[src/rtl/alu_sincos_seq_pkg.sv]
// Shared encodings for the sine/cosine sequencer: Taylor function selects,
// FSM state codes and the saturating negate used by the quadrant fix-up.
`ifndef ALU_TAYLOR_SIN
`define ALU_TAYLOR_SIN 3'b000
`endif
`ifndef ALU_TAYLOR_COS
`define ALU_TAYLOR_COS 3'b001
`endif
`ifndef ALU_SCS_IDLE
`define ALU_SCS_IDLE     3'd0
`define ALU_SCS_SCALE    3'd1
`define ALU_SCS_REQ_SIN  3'd2
`define ALU_SCS_WAIT_SIN 3'd3
`define ALU_SCS_REQ_COS  3'd4
`define ALU_SCS_WAIT_COS 3'd5
`define ALU_SCS_OUT      3'd6
`endif

package alu_sincos_seq_pkg;

    typedef enum logic [2:0] {
        SCS_IDLE     = `ALU_SCS_IDLE,
        SCS_SCALE    = `ALU_SCS_SCALE,
        SCS_REQ_SIN  = `ALU_SCS_REQ_SIN,
        SCS_WAIT_SIN = `ALU_SCS_WAIT_SIN,
        SCS_REQ_COS  = `ALU_SCS_REQ_COS,
        SCS_WAIT_COS = `ALU_SCS_WAIT_COS,
        SCS_OUT      = `ALU_SCS_OUT
    } scs_state_t;

    localparam logic [2:0] FSEL_SIN = `ALU_TAYLOR_SIN;
    localparam logic [2:0] FSEL_COS = `ALU_TAYLOR_COS;

    // -2.0 has no positive Q2.16 counterpart, so it clamps to the largest positive value
    function automatic logic [17:0] neg_sat(input logic [17:0] v);
        if (v == 18'h20000)
            return 18'h1FFFF;
        return ~v + 18'd1;
    endfunction

endpackage

[src/rtl/alu_quadrant_fix.sv]
// Maps first-quadrant sin/cos results onto the full circle by quadrant swap
// and sign fix-up.
module alu_quadrant_fix
    import alu_sincos_seq_pkg::*;
(
    input  logic [1:0]  quad,
    input  logic [17:0] s_val,
    input  logic [17:0] c_val,
    output logic [17:0] sin_val,
    output logic [17:0] cos_val
);

    always_comb begin
        sin_val = s_val;
        cos_val = c_val;
        case (quad)
            2'd0: begin
                sin_val = s_val;
                cos_val = c_val;
            end
            2'd1: begin
                sin_val = c_val;
                cos_val = neg_sat(s_val);
            end
            2'd2: begin
                sin_val = neg_sat(s_val);
                cos_val = neg_sat(c_val);
            end
            default: begin
                sin_val = neg_sat(c_val);
                cos_val = s_val;
            end
        endcase
    end

endmodule

[src/rtl/alu_sincos_seq.sv]
// Full-circle sine/cosine sequencer wrapped around the first-quadrant Taylor
// calculator: phase reduction, SIN then COS request, quadrant fix-up.
module alu_sincos_seq
    import alu_sincos_seq_pkg::*;
#(
    parameter logic [17:0] PI_HALF        = 18'h19220,
    parameter int unsigned TIMEOUT_CYCLES = 255
) (
    input  logic        clk,
    input  logic        reset,
    input  logic        start,
    input  logic [17:0] phase_in,
    output logic        busy,
    output logic        done,
    output logic        err,
    output logic [17:0] sin_out,
    output logic [17:0] cos_out,
    output logic        tc_do_calc,
    output logic [2:0]  tc_function_sel,
    output logic [17:0] tc_x_in,
    input  logic        tc_calc_done,
    input  logic [17:0] tc_result
);

    localparam int unsigned      CNT_W    = $clog2(TIMEOUT_CYCLES + 1);
    localparam logic [CNT_W-1:0] CNT_LAST = CNT_W'(TIMEOUT_CYCLES - 1);

    scs_state_t       state;
    scs_state_t       state_nxt;
    logic [1:0]       quad;
    logic [15:0]      frac;
    logic [17:0]      s_reg;
    logic [CNT_W-1:0] wait_cnt;
    logic             timeout;
    logic [16:0]      x_scaled;
    logic [17:0]      fix_sin;
    logic [17:0]      fix_cos;

    // First WAIT cycle sees count 0, so a wait lasts exactly TIMEOUT_CYCLES cycles
    assign timeout  = (wait_cnt == CNT_LAST);
    assign x_scaled = 17'((34'(frac) * 34'(PI_HALF[16:0])) >> 16);

    alu_quadrant_fix u_quadrant_fix (
        .quad    (quad),
        .s_val   (s_reg),
        .c_val   (tc_result),
        .sin_val (fix_sin),
        .cos_val (fix_cos)
    );

    always_ff @(posedge clk or negedge reset) begin
        if (!reset)
            state <= SCS_IDLE;
        else
            state <= state_nxt;
    end

    always_comb begin
        state_nxt = state;
        case (state)
            SCS_IDLE:     if (start) state_nxt = SCS_SCALE;
            SCS_SCALE:    state_nxt = SCS_REQ_SIN;
            SCS_REQ_SIN:  state_nxt = SCS_WAIT_SIN;
            SCS_WAIT_SIN: begin
                if (tc_calc_done)
                    state_nxt = SCS_REQ_COS;
                else if (timeout)
                    state_nxt = SCS_OUT;
            end
            SCS_REQ_COS:  state_nxt = SCS_WAIT_COS;
            SCS_WAIT_COS: if (tc_calc_done || timeout) state_nxt = SCS_OUT;
            SCS_OUT:      state_nxt = SCS_IDLE;
            default:      state_nxt = SCS_IDLE;
        endcase
    end

    always_comb begin
        busy            = (state != SCS_IDLE);
        done            = (state == SCS_OUT);
        tc_do_calc      = (state == SCS_REQ_SIN) || (state == SCS_REQ_COS);
        tc_function_sel = ((state == SCS_REQ_COS) || (state == SCS_WAIT_COS)) ? FSEL_COS : FSEL_SIN;
    end

    // Results are registered on the edge that captures C, so they are valid throughout OUT
    always_ff @(posedge clk or negedge reset) begin
        if (!reset) begin
            quad     <= '0;
            frac     <= '0;
            s_reg    <= '0;
            wait_cnt <= '0;
            tc_x_in  <= '0;
            err      <= 1'b0;
            sin_out  <= '0;
            cos_out  <= '0;
        end else begin
            case (state)
                SCS_IDLE: begin
                    if (start) begin
                        quad <= phase_in[17:16];
                        frac <= phase_in[15:0];
                        err  <= 1'b0;
                    end
                end
                SCS_SCALE: tc_x_in <= {1'b0, x_scaled};
                SCS_REQ_SIN, SCS_REQ_COS: wait_cnt <= '0;
                SCS_WAIT_SIN: begin
                    if (tc_calc_done) begin
                        s_reg <= tc_result;
                    end else if (timeout) begin
                        err     <= 1'b1;
                        sin_out <= '0;
                        cos_out <= '0;
                    end else begin
                        wait_cnt <= wait_cnt + CNT_W'(1);
                    end
                end
                SCS_WAIT_COS: begin
                    if (tc_calc_done) begin
                        sin_out <= fix_sin;
                        cos_out <= fix_cos;
                    end else if (timeout) begin
                        err     <= 1'b1;
                        sin_out <= '0;
                        cos_out <= '0;
                    end else begin
                        wait_cnt <= wait_cnt + CNT_W'(1);
                    end
                end
                default: ;
            endcase
        end
    end

endmodule

[config.mk]
export PLATFORM = sky130hd
export DESIGN_NAME = alu_sincos_seq
export DESIGN_NICKNAME = d
export VERILOG_FILES = /design/src/rtl/alu_sincos_seq_pkg.sv /design/src/rtl/alu_quadrant_fix.sv /design/src/rtl/alu_sincos_seq.sv
export SDC_FILE = /design/constraint.sdc
export NUM_CORES = 1
export LEC_CHECK = 0
export CAP_MARGIN = 20
export CORE_MARGIN = 2
export CORE_UTILIZATION = 52
export DETAILED_ROUTE_END_ITERATION = 8
export PLACE_DENSITY = 0.88
export SLEW_MARGIN = 20
export SYNTH_ARGS = -nofsm -noshare
export SYNTH_HDL_FRONTEND = slang
export SYNTH_HIERARCHICAL = 1
export SYNTH_SLANG_ARGS = --single-unit
[constraint.sdc]
create_clock -name clk -period 4.7 [get_ports clk]
set_clock_uncertainty 0.05 [all_clocks]
set_input_delay 0.94 -clock clk [delete_from_list [all_inputs] [get_ports clk]]
set_output_delay 0.94 -clock clk [all_outputs]
set_load 0.05 [all_outputs]
==> out/qor.yml <==
max-slew-margin-rel_pct: 27.3
min-delay-path-class: "register to register"
synth_enable_flop_cells: 0
grt_max_degree: 74
die_y_um: 133
synth_seq_area_share_pct: 29.0
total_of_warnings_raised_by_yosys: 6
numCtsBuffers: 9
site_rows: 47
antenna_cells_inserted: 0
routabilityCongestion: 0.972
total_non_filler_cell_area_in_the_finished_layout_um2: 10100
finalSetupViolCount: 0
status: "finished, final reports clean"
skew_pair_late_insertion_delay_ns: 0.36
fp.dieArea_um2: 17800
multi_input_comb_area_um2: 5650
crit-reg2reg-launch: "frac[2]"
core-area_um2: 16500
regToRegEndpoint: "tc_x_in[8]"
cts_root_buf: "sky130_fd_sc_hd__clkbuf_16"
min_period_ns: 4.54
ctsLongestPathBuffers: 2
register_area_um2: 2530
yosysUniqueCellTypes: 80
grt_overflow: 0
fin_nets: 1208
hold_buffers: 0
antenna_left: 0
cp_max_stage_delay_ns: 0.61
post-synth-top-area-cell: "sky130_fd_sc_hd__dfrtp_1"
grt_antenna_before_repair: 1
groute.usage.overall_pct: 25.6
drc: 0
startpoint_kind_of_the_worst_setup_timing_path: "register"
synth-main-ff-cell: "sky130_fd_sc_hd__dfrtp_1"
final-hold-violation-count: 0
critical_path_cell_count: 13
critical_path_required_ns: 4.95
detail_route.wirelength_um: 22500
setup_ws_pre_cts_ns: 0.128
first_iter_violations: 956
drv_slew: 0
top_level_i_o_count: 101
path_max_fanout: 7
hpwlAfterDp_um: 16700
tritoncts: "done"
worst_pin_slew_ns: 1.09
final.period_utilization_pct: 96.5
worst_hold_slack_ns: 0.429
cts_sinks: 101
worst-r2r-cell-count: 13
endpoint: "tc_x_in[8]"
worstPathBufferInverterCount: 1
area.growth.synth_to_final_pct: 16.1
post_synth_inst_count: 982
yosys.area.top_type_share_pct: 29.0
crit_path_max_delay_family: "adder cells"
netlist_area_um2: 8710
postSynthRegisterBits: 101
timing.fmax_ghz: 0.220
firstDrtPassIters: 6
crit_chain: "ha_1 > fa_1 > fa_1 > fa_1 > ha_1 > ha_1 > nand2_1 > nor2_1 > o41a_1 > o21ai_1 > buf_4 > or4b_2 > nand3_1"
wl_per_cell_um: 17.6
crit_arrival_ns: 4.78
crit_path_start: "frac[2]"
async_flop_share_pct: 100
route.vias.total: 7750
grt_first_pass_wirelength_um: 36800
setup.worst_path.class: "register to register"
post_synth.cell_area_avg_um2: 8.87
drt-vias-per-instance: 6.07
htreeDepth: 3
cp-end-kind: "register"
start_util_pct: 52.9
nFillCells: 1382
cp_slowest_cell: "sky130_fd_sc_hd__or4b_2"
drv.max_cap_violation_count: 0
post_route_cells_drive_above_1_share_pct: 9.56
dpl-instance-area_um2: 9790
top_post_synthesis_cells_by_area: "sky130_fd_sc_hd__dfrtp_1, sky130_fd_sc_hd__ha_1, sky130_fd_sc_hd__fa_1"
fin_ws_ns: 0.163
die_w_um: 133
number_of_global_route_vias_before_repair: 7261
cts.reportedPaths.clkPinSlew_ns: 0.08
placement.io_buffers: 97
timing.reg2reg.setup_slack_ns: 0.16
## cells in the mapped netlist, drive strengths merged (3+ instances only)
cell / number
and2: 5
o31a: 5
nand3b: 3
inv: 71
a21o: 10
nor3b: 4
o221ai: 3
a21oi: 37
and3: 6
o22ai: 12
a31o: 4
nor2b: 5
ha: 89
nor4: 15
buf: 12
nand4b: 3
o32ai: 6
mux4: 6
nand2b: 3
a31oi: 11
a211o: 4
o21a: 6
or4: 6
fa: 28
dfrtp: 101
a211oi: 8
o211ai: 7
mux2: 32
nor2: 51
and4: 3
or3: 5
xnor2: 13
nand4: 16
o31ai: 7
mux2i: 9
nand2: 138
nor3: 31
nand3: 24
o21ai: 93
xor2: 18
clkbuf: 45
o21bai: 5
## cell type report
class                   count  share of cell area, %
flip-flops and latches    101                   25.0
inverters                  71                   2.64
well taps                 220                   2.72
multi-input cells         755                   55.9
clock buffers              10                   2.36
clock inverters             6                  0.619
repair buffers            113                   10.8
## what timing repair did
item | 4_1_cts | 5_1_grt
endpoints found under the setup margin | 0 | 5
gates resized for setup | 0 | 4
buffers inserted | 0 | 0
## layer usage
layer  wire length [µm]  track usage (%)  vias to the layer above
met4                450             7.68                        0
met3               1770             5.21                       45
li1                   -                -                     3658
met1              10200             36.6                     3670
met5                  0                0                        -
met2              10100             39.5                      377
## cell families (layout without fill, tap and decap cells)
group           after synthesis  in the layout  share of synthesized area, %
buf+inv                     128            200                          6.38
fa+ha+maj                   117            117                          19.2
compound gates              233            233                          16.8
simple gates                324            324                          18.7
other cells                   1              3                        0.0431
mux                          47             47                          6.72
xor+xnor                     31             31                          3.12
flops                       101            101                          29.0
## worst min path at each step
stage | start | endpoint | slack (ns) | cells past startpoint
6_report | tc_x_in[2] | tc_x_in[2] | 0.43 | 2
3_5_place_dp | tc_x_in[2] | tc_x_in[2] | 0.42 | 2
4_1_cts | tc_x_in[2] | tc_x_in[2] | 0.44 | 2
2_1_floorplan | s_reg[12] | s_reg[12] | 0.43 | 1
5_1_grt | tc_x_in[2] | tc_x_in[2] | 0.48 | 2
3_3_place_gp | tc_x_in[3] | tc_x_in[3] | 0.41 | 2
## stage by stage
step | setup TNS (ns) | util, % | instances
after floorplan | 0 | - | 984
after CTS | 0 | 61.3 | 1276
after global routing | -0.00477 | 61.4 | 1276
final | 0 | 61.4 | 1276
after detailed placement | 0 | 59.5 | 1260
after global placement | 0 | 59.5 | 1260
## cell usage in the layout (no fill, tap or decap), types with 11 or more instances in the layout
cell type	netlist	layout
sky130_fd_sc_hd__ha_1	89	87
sky130_fd_sc_hd__fa_1	28	28
sky130_fd_sc_hd__mux2_2	32	32
sky130_fd_sc_hd__a21oi_1	37	36
sky130_fd_sc_hd__buf_4	4	17
sky130_fd_sc_hd__xnor2_1	13	13
sky130_fd_sc_hd__nor3_1	30	30
sky130_fd_sc_hd__clkdlybuf4s50_1	0	96
sky130_fd_sc_hd__inv_1	70	70
sky130_fd_sc_hd__o22ai_1	12	12
sky130_fd_sc_hd__nor2_1	49	49
sky130_fd_sc_hd__nand3_1	24	24
sky130_fd_sc_hd__nand4_1	15	15
sky130_fd_sc_hd__nand2_1	137	137
sky130_fd_sc_hd__xor2_1	18	18
sky130_fd_sc_hd__a31oi_1	11	11
sky130_fd_sc_hd__dfrtp_1	101	99
sky130_fd_sc_hd__o21ai_0	90	89
## worst min-delay path, delay by kind of cell, from the launching register on
family,cells,cell delay (ns)
flip-flops,1,0.34
AO/OA/AOI/OAI,1,0.06
AND/OR/NAND/NOR,1,0.04
Power is left out: the tool's default activity adds up to more than one toggle a clock period on the data nets, which glitch-free logic cannot reach.
